==> src/rtl/tile_fetch.sv <==
// -----------------------------------------------------------------------------
// tile_fetch
//
// Sits between the VGA timing counters and draw_sprite. Holds the tile map
// (one 16-bit sprite word per tile), turns the current scan position into a
// tile coordinate plus in-tile pixel offsets, and fetches that tile's sprite
// word through a two-stage pipeline (counters -> outputs in 2 cycles).
// Game logic updates tiles through a single write port; a clear sequencer can
// sweep the whole map with one fill value.
//
// Ports:
//   i_Clk        pixel clock
//   i_Rst_n      asynchronous active-low reset (map RAM is not reset)
//   i_Col_Count  current scan column 0..799
//   i_Row_Count  current scan row 0..524
//   i_Active     visible-area flag from the timing generator
//   i_Wr_En      single-cycle tile write request
//   i_Wr_X/Y     tile column/row to write
//   i_Wr_Data    sprite word to write; also the fill value sampled on i_Clear
//   i_Clear      pulse: start a fill sweep over the whole map
//   o_X/o_Y      tile column/row of the pixel (sliced even when not visible)
//   o_Sprite     sprite word of the tile, 0 when not visible
//   o_Local_X/Y  pixel offset inside the tile
//   o_Valid      outputs belong to a visible pixel
//   o_Busy       clear sweep in progress
//   o_Wr_Err     one-cycle pulse: the write of the previous cycle was rejected
// -----------------------------------------------------------------------------
module tile_fetch #(
    parameter int TILE_WIDTH  = 32,
    parameter int TILE_HEIGHT = 32,
    parameter int MAP_COLS    = 20,
    parameter int MAP_ROWS    = 15
) (
    input  logic        i_Clk,
    input  logic        i_Rst_n,
    input  logic [9:0]  i_Col_Count,
    input  logic [9:0]  i_Row_Count,
    input  logic        i_Active,
    input  logic        i_Wr_En,
    input  logic [4:0]  i_Wr_X,
    input  logic [3:0]  i_Wr_Y,
    input  logic [15:0] i_Wr_Data,
    input  logic        i_Clear,
    output logic [4:0]  o_X,
    output logic [3:0]  o_Y,
    output logic [15:0] o_Sprite,
    output logic [4:0]  o_Local_X,
    output logic [4:0]  o_Local_Y,
    output logic        o_Valid,
    output logic        o_Busy,
    output logic        o_Wr_Err
);

    localparam int LX_W   = $clog2(TILE_WIDTH);
    localparam int LY_W   = $clog2(TILE_HEIGHT);
    localparam int DEPTH  = MAP_COLS * MAP_ROWS;
    localparam int ADDR_W = $clog2(DEPTH);

    localparam logic [ADDR_W-1:0] LAST_ADDR = ADDR_W'(DEPTH - 1);
    localparam logic [9:0]        SCREEN_W  = 10'(MAP_COLS * TILE_WIDTH);
    localparam logic [9:0]        SCREEN_H  = 10'(MAP_ROWS * TILE_HEIGHT);

    typedef enum logic {
        IDLE  = 1'b0,
        CLEAR = 1'b1
    } state_t;

    // ------------------------------------------------------------------
    // Scan-position decode (feeds stage 1)
    // ------------------------------------------------------------------
    logic [4:0]        tile_col;
    logic [3:0]        tile_row;
    logic [4:0]        local_x;
    logic [4:0]        local_y;
    logic              visible;
    logic [ADDR_W-1:0] scan_addr;

    // Tile sizes are powers of two, so tile index and offset are bit slices.
    // Rows 512..524 wrap the tile row to 0; they are never visible anyway.
    assign tile_col  = 5'(i_Col_Count >> LX_W);
    assign tile_row  = 4'(i_Row_Count >> LY_W);
    assign local_x   = 5'(i_Col_Count & 10'(TILE_WIDTH - 1));
    assign local_y   = 5'(i_Row_Count & 10'(TILE_HEIGHT - 1));
    assign visible   = i_Active && (i_Col_Count < SCREEN_W) && (i_Row_Count < SCREEN_H);
    assign scan_addr = ADDR_W'(tile_row) * ADDR_W'(MAP_COLS) + ADDR_W'(tile_col);

    // ------------------------------------------------------------------
    // Pipeline registers
    // ------------------------------------------------------------------
    logic              s1_valid_reg;
    logic [4:0]        s1_x_reg;
    logic [3:0]        s1_y_reg;
    logic [4:0]        s1_lx_reg;
    logic [4:0]        s1_ly_reg;
    logic [ADDR_W-1:0] s1_addr_reg;

    logic              s2_valid_reg;
    logic [4:0]        s2_x_reg;
    logic [3:0]        s2_y_reg;
    logic [4:0]        s2_lx_reg;
    logic [4:0]        s2_ly_reg;
    logic [15:0]       rd_data_reg;
    logic              wr_err_reg;

    // ------------------------------------------------------------------
    // Clear sequencer state
    // ------------------------------------------------------------------
    state_t            state_reg,    state_next;
    logic [ADDR_W-1:0] clr_addr_reg, clr_addr_next;
    logic [15:0]       fill_reg,     fill_next;

    // ------------------------------------------------------------------
    // Write port arbitration
    // ------------------------------------------------------------------
    logic              wr_in_range;
    logic              wr_accept;
    logic [ADDR_W-1:0] wr_addr;
    logic              ram_we;
    logic [ADDR_W-1:0] ram_waddr;
    logic [15:0]       ram_wdata;

    // Range check happens before the address multiply so that an
    // out-of-range coordinate can never land on a different tile.
    assign wr_in_range = (i_Wr_X < 5'(MAP_COLS)) && (i_Wr_Y < 4'(MAP_ROWS));
    // A clear request in the same IDLE cycle takes priority over a write.
    assign wr_accept   = i_Wr_En && (state_reg == IDLE) && !i_Clear && wr_in_range;
    assign wr_addr     = ADDR_W'(i_Wr_Y) * ADDR_W'(MAP_COLS) + ADDR_W'(i_Wr_X);

    // The sweep owns the RAM write port while clearing; held reset
    // blocks any write so a reset mid-sweep stops exactly where it is.
    assign ram_we    = i_Rst_n && ((state_reg == CLEAR) || wr_accept);
    assign ram_waddr = (state_reg == CLEAR) ? clr_addr_reg : wr_addr;
    assign ram_wdata = (state_reg == CLEAR) ? fill_reg     : i_Wr_Data;

    always_comb begin
        state_next    = state_reg;
        clr_addr_next = clr_addr_reg;
        fill_next     = fill_reg;
        case (state_reg)
            IDLE: begin
                if (i_Clear) begin
                    state_next    = CLEAR;
                    clr_addr_next = '0;
                    fill_next     = i_Wr_Data;
                end
            end
            CLEAR: begin
                // The last entry is written in this cycle, then back to IDLE.
                if (clr_addr_reg == LAST_ADDR) begin
                    state_next = IDLE;
                end else begin
                    clr_addr_next = clr_addr_reg + ADDR_W'(1);
                end
            end
            default: state_next = IDLE;
        endcase
    end

    always_ff @(posedge i_Clk or negedge i_Rst_n) begin
        if (!i_Rst_n) begin
            state_reg    <= IDLE;
            clr_addr_reg <= '0;
            fill_reg     <= '0;
            s1_valid_reg <= 1'b0;
            s1_x_reg     <= '0;
            s1_y_reg     <= '0;
            s1_lx_reg    <= '0;
            s1_ly_reg    <= '0;
            s1_addr_reg  <= '0;
            s2_valid_reg <= 1'b0;
            s2_x_reg     <= '0;
            s2_y_reg     <= '0;
            s2_lx_reg    <= '0;
            s2_ly_reg    <= '0;
            wr_err_reg   <= 1'b0;
        end else begin
            state_reg    <= state_next;
            clr_addr_reg <= clr_addr_next;
            fill_reg     <= fill_next;

            s1_valid_reg <= visible;
            s1_x_reg     <= tile_col;
            s1_y_reg     <= tile_row;
            s1_lx_reg    <= local_x;
            s1_ly_reg    <= local_y;
            s1_addr_reg  <= scan_addr;

            s2_valid_reg <= s1_valid_reg;
            s2_x_reg     <= s1_x_reg;
            s2_y_reg     <= s1_y_reg;
            s2_lx_reg    <= s1_lx_reg;
            s2_ly_reg    <= s1_ly_reg;

            wr_err_reg   <= i_Wr_En && !wr_accept;
        end
    end

    // ------------------------------------------------------------------
    // Tile map RAM: one write port, one registered read port, read-first.
    // The read register carries no reset so it maps onto block RAM; the
    // sprite output is instead masked by the (reset) valid flag.
    // ------------------------------------------------------------------
    logic [15:0] map_ram [DEPTH];

    always_ff @(posedge i_Clk) begin
        if (ram_we) begin
            map_ram[ram_waddr] <= ram_wdata;
        end
        rd_data_reg <= map_ram[s1_addr_reg];
    end

    assign o_X       = s2_x_reg;
    assign o_Y       = s2_y_reg;
    assign o_Local_X = s2_lx_reg;
    assign o_Local_Y = s2_ly_reg;
    assign o_Valid   = s2_valid_reg;
    assign o_Sprite  = s2_valid_reg ? rd_data_reg : 16'h0000;
    assign o_Busy    = (state_reg == CLEAR);
    assign o_Wr_Err  = wr_err_reg;

endmodule

==> config.mk <==
export PLATFORM = sky130hd
export DESIGN_NAME = tile_fetch
export DESIGN_NICKNAME = d
export VERILOG_FILES = /design/src/rtl/tile_fetch.sv
export SDC_FILE = /design/constraint.sdc
export NUM_CORES = 2
export LEC_CHECK = 0
export BUFFER_PORTS_ARGS = -buffer_cell sky130_fd_sc_hd__buf_2
export CAP_MARGIN = 20
export CORE_MARGIN = 1
export CORE_UTILIZATION = 50
export CTS_CLUSTER_SIZE = 24
export DETAILED_ROUTE_END_ITERATION = 16
export PLACE_DENSITY = 0.7
export SYNTH_ARGS = -nofsm -noshare
export SYNTH_HDL_FRONTEND = slang
export SYNTH_MEMORY_MAX_BITS = 65536
export SYNTH_SLANG_ARGS = --single-unit
==> constraint.sdc <==
create_clock -name i_Clk -period 9.5 [get_ports i_Clk]
set_clock_uncertainty 0.2 [all_clocks]
set_input_delay 1.9 -clock i_Clk [delete_from_list [all_inputs] [get_ports i_Clk]]
set_output_delay 1.9 -clock i_Clk [all_outputs]
set_load 0.05 [all_outputs]
==> impl_results.md <==
- Kind of end point of the critical path: register
- Total of fill cells in the finished design: 26600
- Met1 Routed Length: 185000 um
- Number of warnings printed during yosys synthesis: 0
- Final critical-path required period: 6.02 ns
- Number of library cell types mapped by synthesis: 76
- Quantity of hold-fixing buffers added after cts: 0
- Global-route wire length before repair: 733000 um
- Cts bufs inserted: 463
- First-pass iteration count of the detailed router: 8
- Clock-pin slew on the worst setup and hold paths: 0.06 ns
- Number of top-level pins: 88
- Max rail drop VDD: 165 uV
- Least setup slack across all paths after layout: 3.48 ns
- Net total in the final layout: 8823
- Source of the worst hold timing path: s1_ly_reg[0]
- Number of design rule violations left after detail routing: 0
- Worst-path maximum fanout: 16
- P per Cell Area: 229 nW/um^2
- Number of hold violations in the final report: 0
- CP Data Arrival Time: 6.53 ns
- Sw Ratio: 25.3%
- Clock tree buffer depth: 4
- Number of clock sinks seen by CTS: 4890
- Critical Setup Path Class: in2reg
- Maximum Capacitance Violations: 0
- Floorplan Core Area: 373000 sq um
- Routed met3 length: 67100 um
- Sink of the worst hold path: o_Local_Y[0]
- Placer Congestion: 0.923
- Dominant register cell in the synthesized netlist: edfxtp_1
- Area growth from synthesis to final layout: 12.3%
- Via count of the first global-routing pass: 91800
- Internal power: 36.0 mW
- Number of nets with antenna violations after routing: 0
- Run status: completed
- Effective utilization at floorplan: 50.4%
- Via density per instance: 6.60
- Post-synthesis instance total: 8273
- Width of the die: 615 um
- Cell count of the worst hold path: 0
- Leakage power figure: 66.1 nW
- Achievable Freq: 166 MHz
- Post_cts resized: 0
- Area of the mapped netlist: 188000 sq um
- Wire per inst: 37.4 um
- Largest net degree at the start of global routing: 172
- Initial drt markers: 14900
- Final worst path period share: 63.4%
- Count of flip-flops with a built-in enable after synthesis: 4800
- Clock Power Share: 37.9%
- Combined area of the multi-input logic cells: 39800 sq um
- Fraction of final layout cells with drive strength greater than 1: 29.3%
- Count of endpoints failing setup in the final report: 0
- Mean Syn Cell Area: 22.7 sq um
- Capturing point of the worst reg2reg path: rd_data_reg[14]
- Number of H-tree branching levels: 5
- Worst setup slack before clock tree synthesis: 2.65 ns
- R2R depth: 8
- Tot GR Track Use: 27.8%
- Launch point of the worst reg-to-reg path: s1_addr_reg[0]
- Vertical extent of the die: 615 um
- Worst Setup Start Kind: input pin
- RSZ-0062 raised after global routing: no
- Total number of vias: 93500
- Switching component of the power: 12.2 mW
- Number of standard-cell rows in the floorplan: 224
- Share of async-settable or async-resettable flops after synthesis: 1.51%
- Number of placed instances with taps included: 13300
- Post-CTS Setup Bufs: 0
- Clock tree from TritonCTS: built
- Final Max Tran Viols: 0
- Detailed-placement wirelength estimate: 321000 um
- Kind of path behind the tightest hold check: reg2reg
- Die area: 378000 sq um
- Flops & latches, synth: 4890
- Required time of the worst setup path: 10.00 ns
- Met2 wire len: 245000 um
- Footprint of the flip-flops and latches: 146000 sq um
- Sequential fraction of the synthesis area: 77.8%
- Clock root cell: clkbuf_16
- Antenna violations before repair: 33
- Total nets after synthesis: 8342
- GRT Residual Overflow: 0
- Register-to-register setup slack: 3.68 ns
- Worst slew margin relative to its limit: 15.6%
- Combinational fraction of design power: 11.0%
- Worst-Margin Slew: 1.26 ns
- Portion of total power attributed to sequential cells: 51.1%
- Count of input and output buffers: 87
- Final Non-Filler Cells: 14200
- TNS Setup: 0 ns
- Max reg flops: 4800
- Top routing layer in use: met5
- Final Routed Wirelength: 529000 um
- Clock insertion delay at the later pin of the skew report: 1.01 ns
## per-stage QoR
step | area, sq um | power (mW) | utilization (%) | hold WS, ns
after floorplan | 188000 | 27.5 | - | 0.131
after global placement | 196000 | 30.1 | 52.5 | 0.131
after detailed placement | 196000 | 30.3 | 52.5 | 0.135
after CTS | 211000 | 48.2 | 56.5 | 0.146
after global routing | 211000 | 49.1 | 56.5 | 0.151
final | 211000 | 48.3 | 56.5 | 0.146
## cell usage after synthesis (60+ instances only)
library cell,n,area [sq um]
mux2i_1,163,1630
buf_2,120,601
clkbuf_1,164,616
dfrtp_1,74,1850
buf_6,60,676
mux4_2,1314,29600
buf_4,62,465
o21ai_0,72,360
edfxtp_1,4800,144000
nand2_1,298,1120
nor2_1,412,1550
o22ai_1,80,500
## power groups by stage
stage	Sequential [mW]	Combinational [mW]	Clock (mW)
global placement	25.1	5.06	0
CTS	24.6	5.17	18.4
global route	24.6	5.33	19.2
detailed placement	25.1	5.16	0
floorplan	25.1	2.47	0
finish	24.7	5.33	18.3
## cell usage in the layout (no fill, tap or decap), types with 13 or more instances in the layout
cell / instances
dfxtp_1: 16
mux4_2: 1314
nor2_1: 267
mux2i_1: 163
buf_4: 355
diode_2: 46
nor3_1: 24
buf_12: 25
clkbuf_1: 101
o21ai_0: 72
o221ai_1: 30
a22oi_1: 42
mux2_8: 16
a211oi_1: 18
inv_1: 13
mux2_2: 33
clkbuf_16: 472
nand2_1: 282
nand4_1: 19
clkinv_1: 98
o22ai_1: 80
nand3_1: 55
bufinv_16: 42
edfxtp_1: 4800
a31oi_1: 28
dfrtp_1: 66
clkinvlp_4: 21
a21oi_1: 57
clkinv_2: 95
o211ai_1: 15
nor2_2: 145
a221oi_1: 14
a32oi_1: 21
ha_1: 15
buf_2: 87
and2_1: 28
## routing by layer
| layer | up-vias | GRT usage (%) |
|---|---|---|
| li1 | 36000 | - |
| met1 | 49500 | 37.1 |
| met2 | 6725 | 42.3 |
| met3 | 1206 | 7.35 |
| met4 | 12 | 14.4 |
| met5 | - | 0.215 |
## worst max-delay path: stages
cell and delay (ns):
buf_2 0.13, ha_1 0.30, ha_1 0.22, fa_1 0.55
nand2_1 0.13, nor2_1 0.13, o21ai_0 0.10, a31oi_1 0.46
and3_1 0.79, nand2_1 0.71, nor2_1 0.79, buf_4 0.30
## worst max path at each step
stage	slack, ns	cells after the start	endpoint	from
floorplan	3.96	10	map_ram[128][0]	i_Wr_Y[1]
global placement	2.05	10	map_ram[90][10]	i_Wr_Y[1]
detailed placement	2.65	12	map_ram[278][5]	i_Wr_Y[1]
CTS	3.69	12	map_ram[278][5]	i_Wr_Y[1]
global route	3.41	12	map_ram[278][7]	i_Wr_Y[1]
finish	3.48	12	map_ram[278][5]	i_Wr_Y[1]
## layout make-up
| class | count | area share [%] |
|---|---|---|
| antenna | 46 | 0.0545 |
| clock buffer | 574 | 5.78 |
| clock inverter | 277 | 1.27 |
| inverter | 20 | 0.0409 |
| multi-input combinational | 2910 | 18.9 |
| sequential | 4890 | 69.3 |
| tap | 4972 | 2.95 |
| timing repair buffer | 469 | 1.71 |
## cell families after synthesis
group / after synthesis / share of synthesized area, %
flops: 4890 / 77.8
fa+ha+maj: 19 / 0.142
buf+inv: 473 / 1.40
compound gates: 459 / 1.68
xor+xnor: 11 / 0.0512
mux: 1526 / 16.9
simple gates: 895 / 1.99
(Power assumes the default switching activity.)
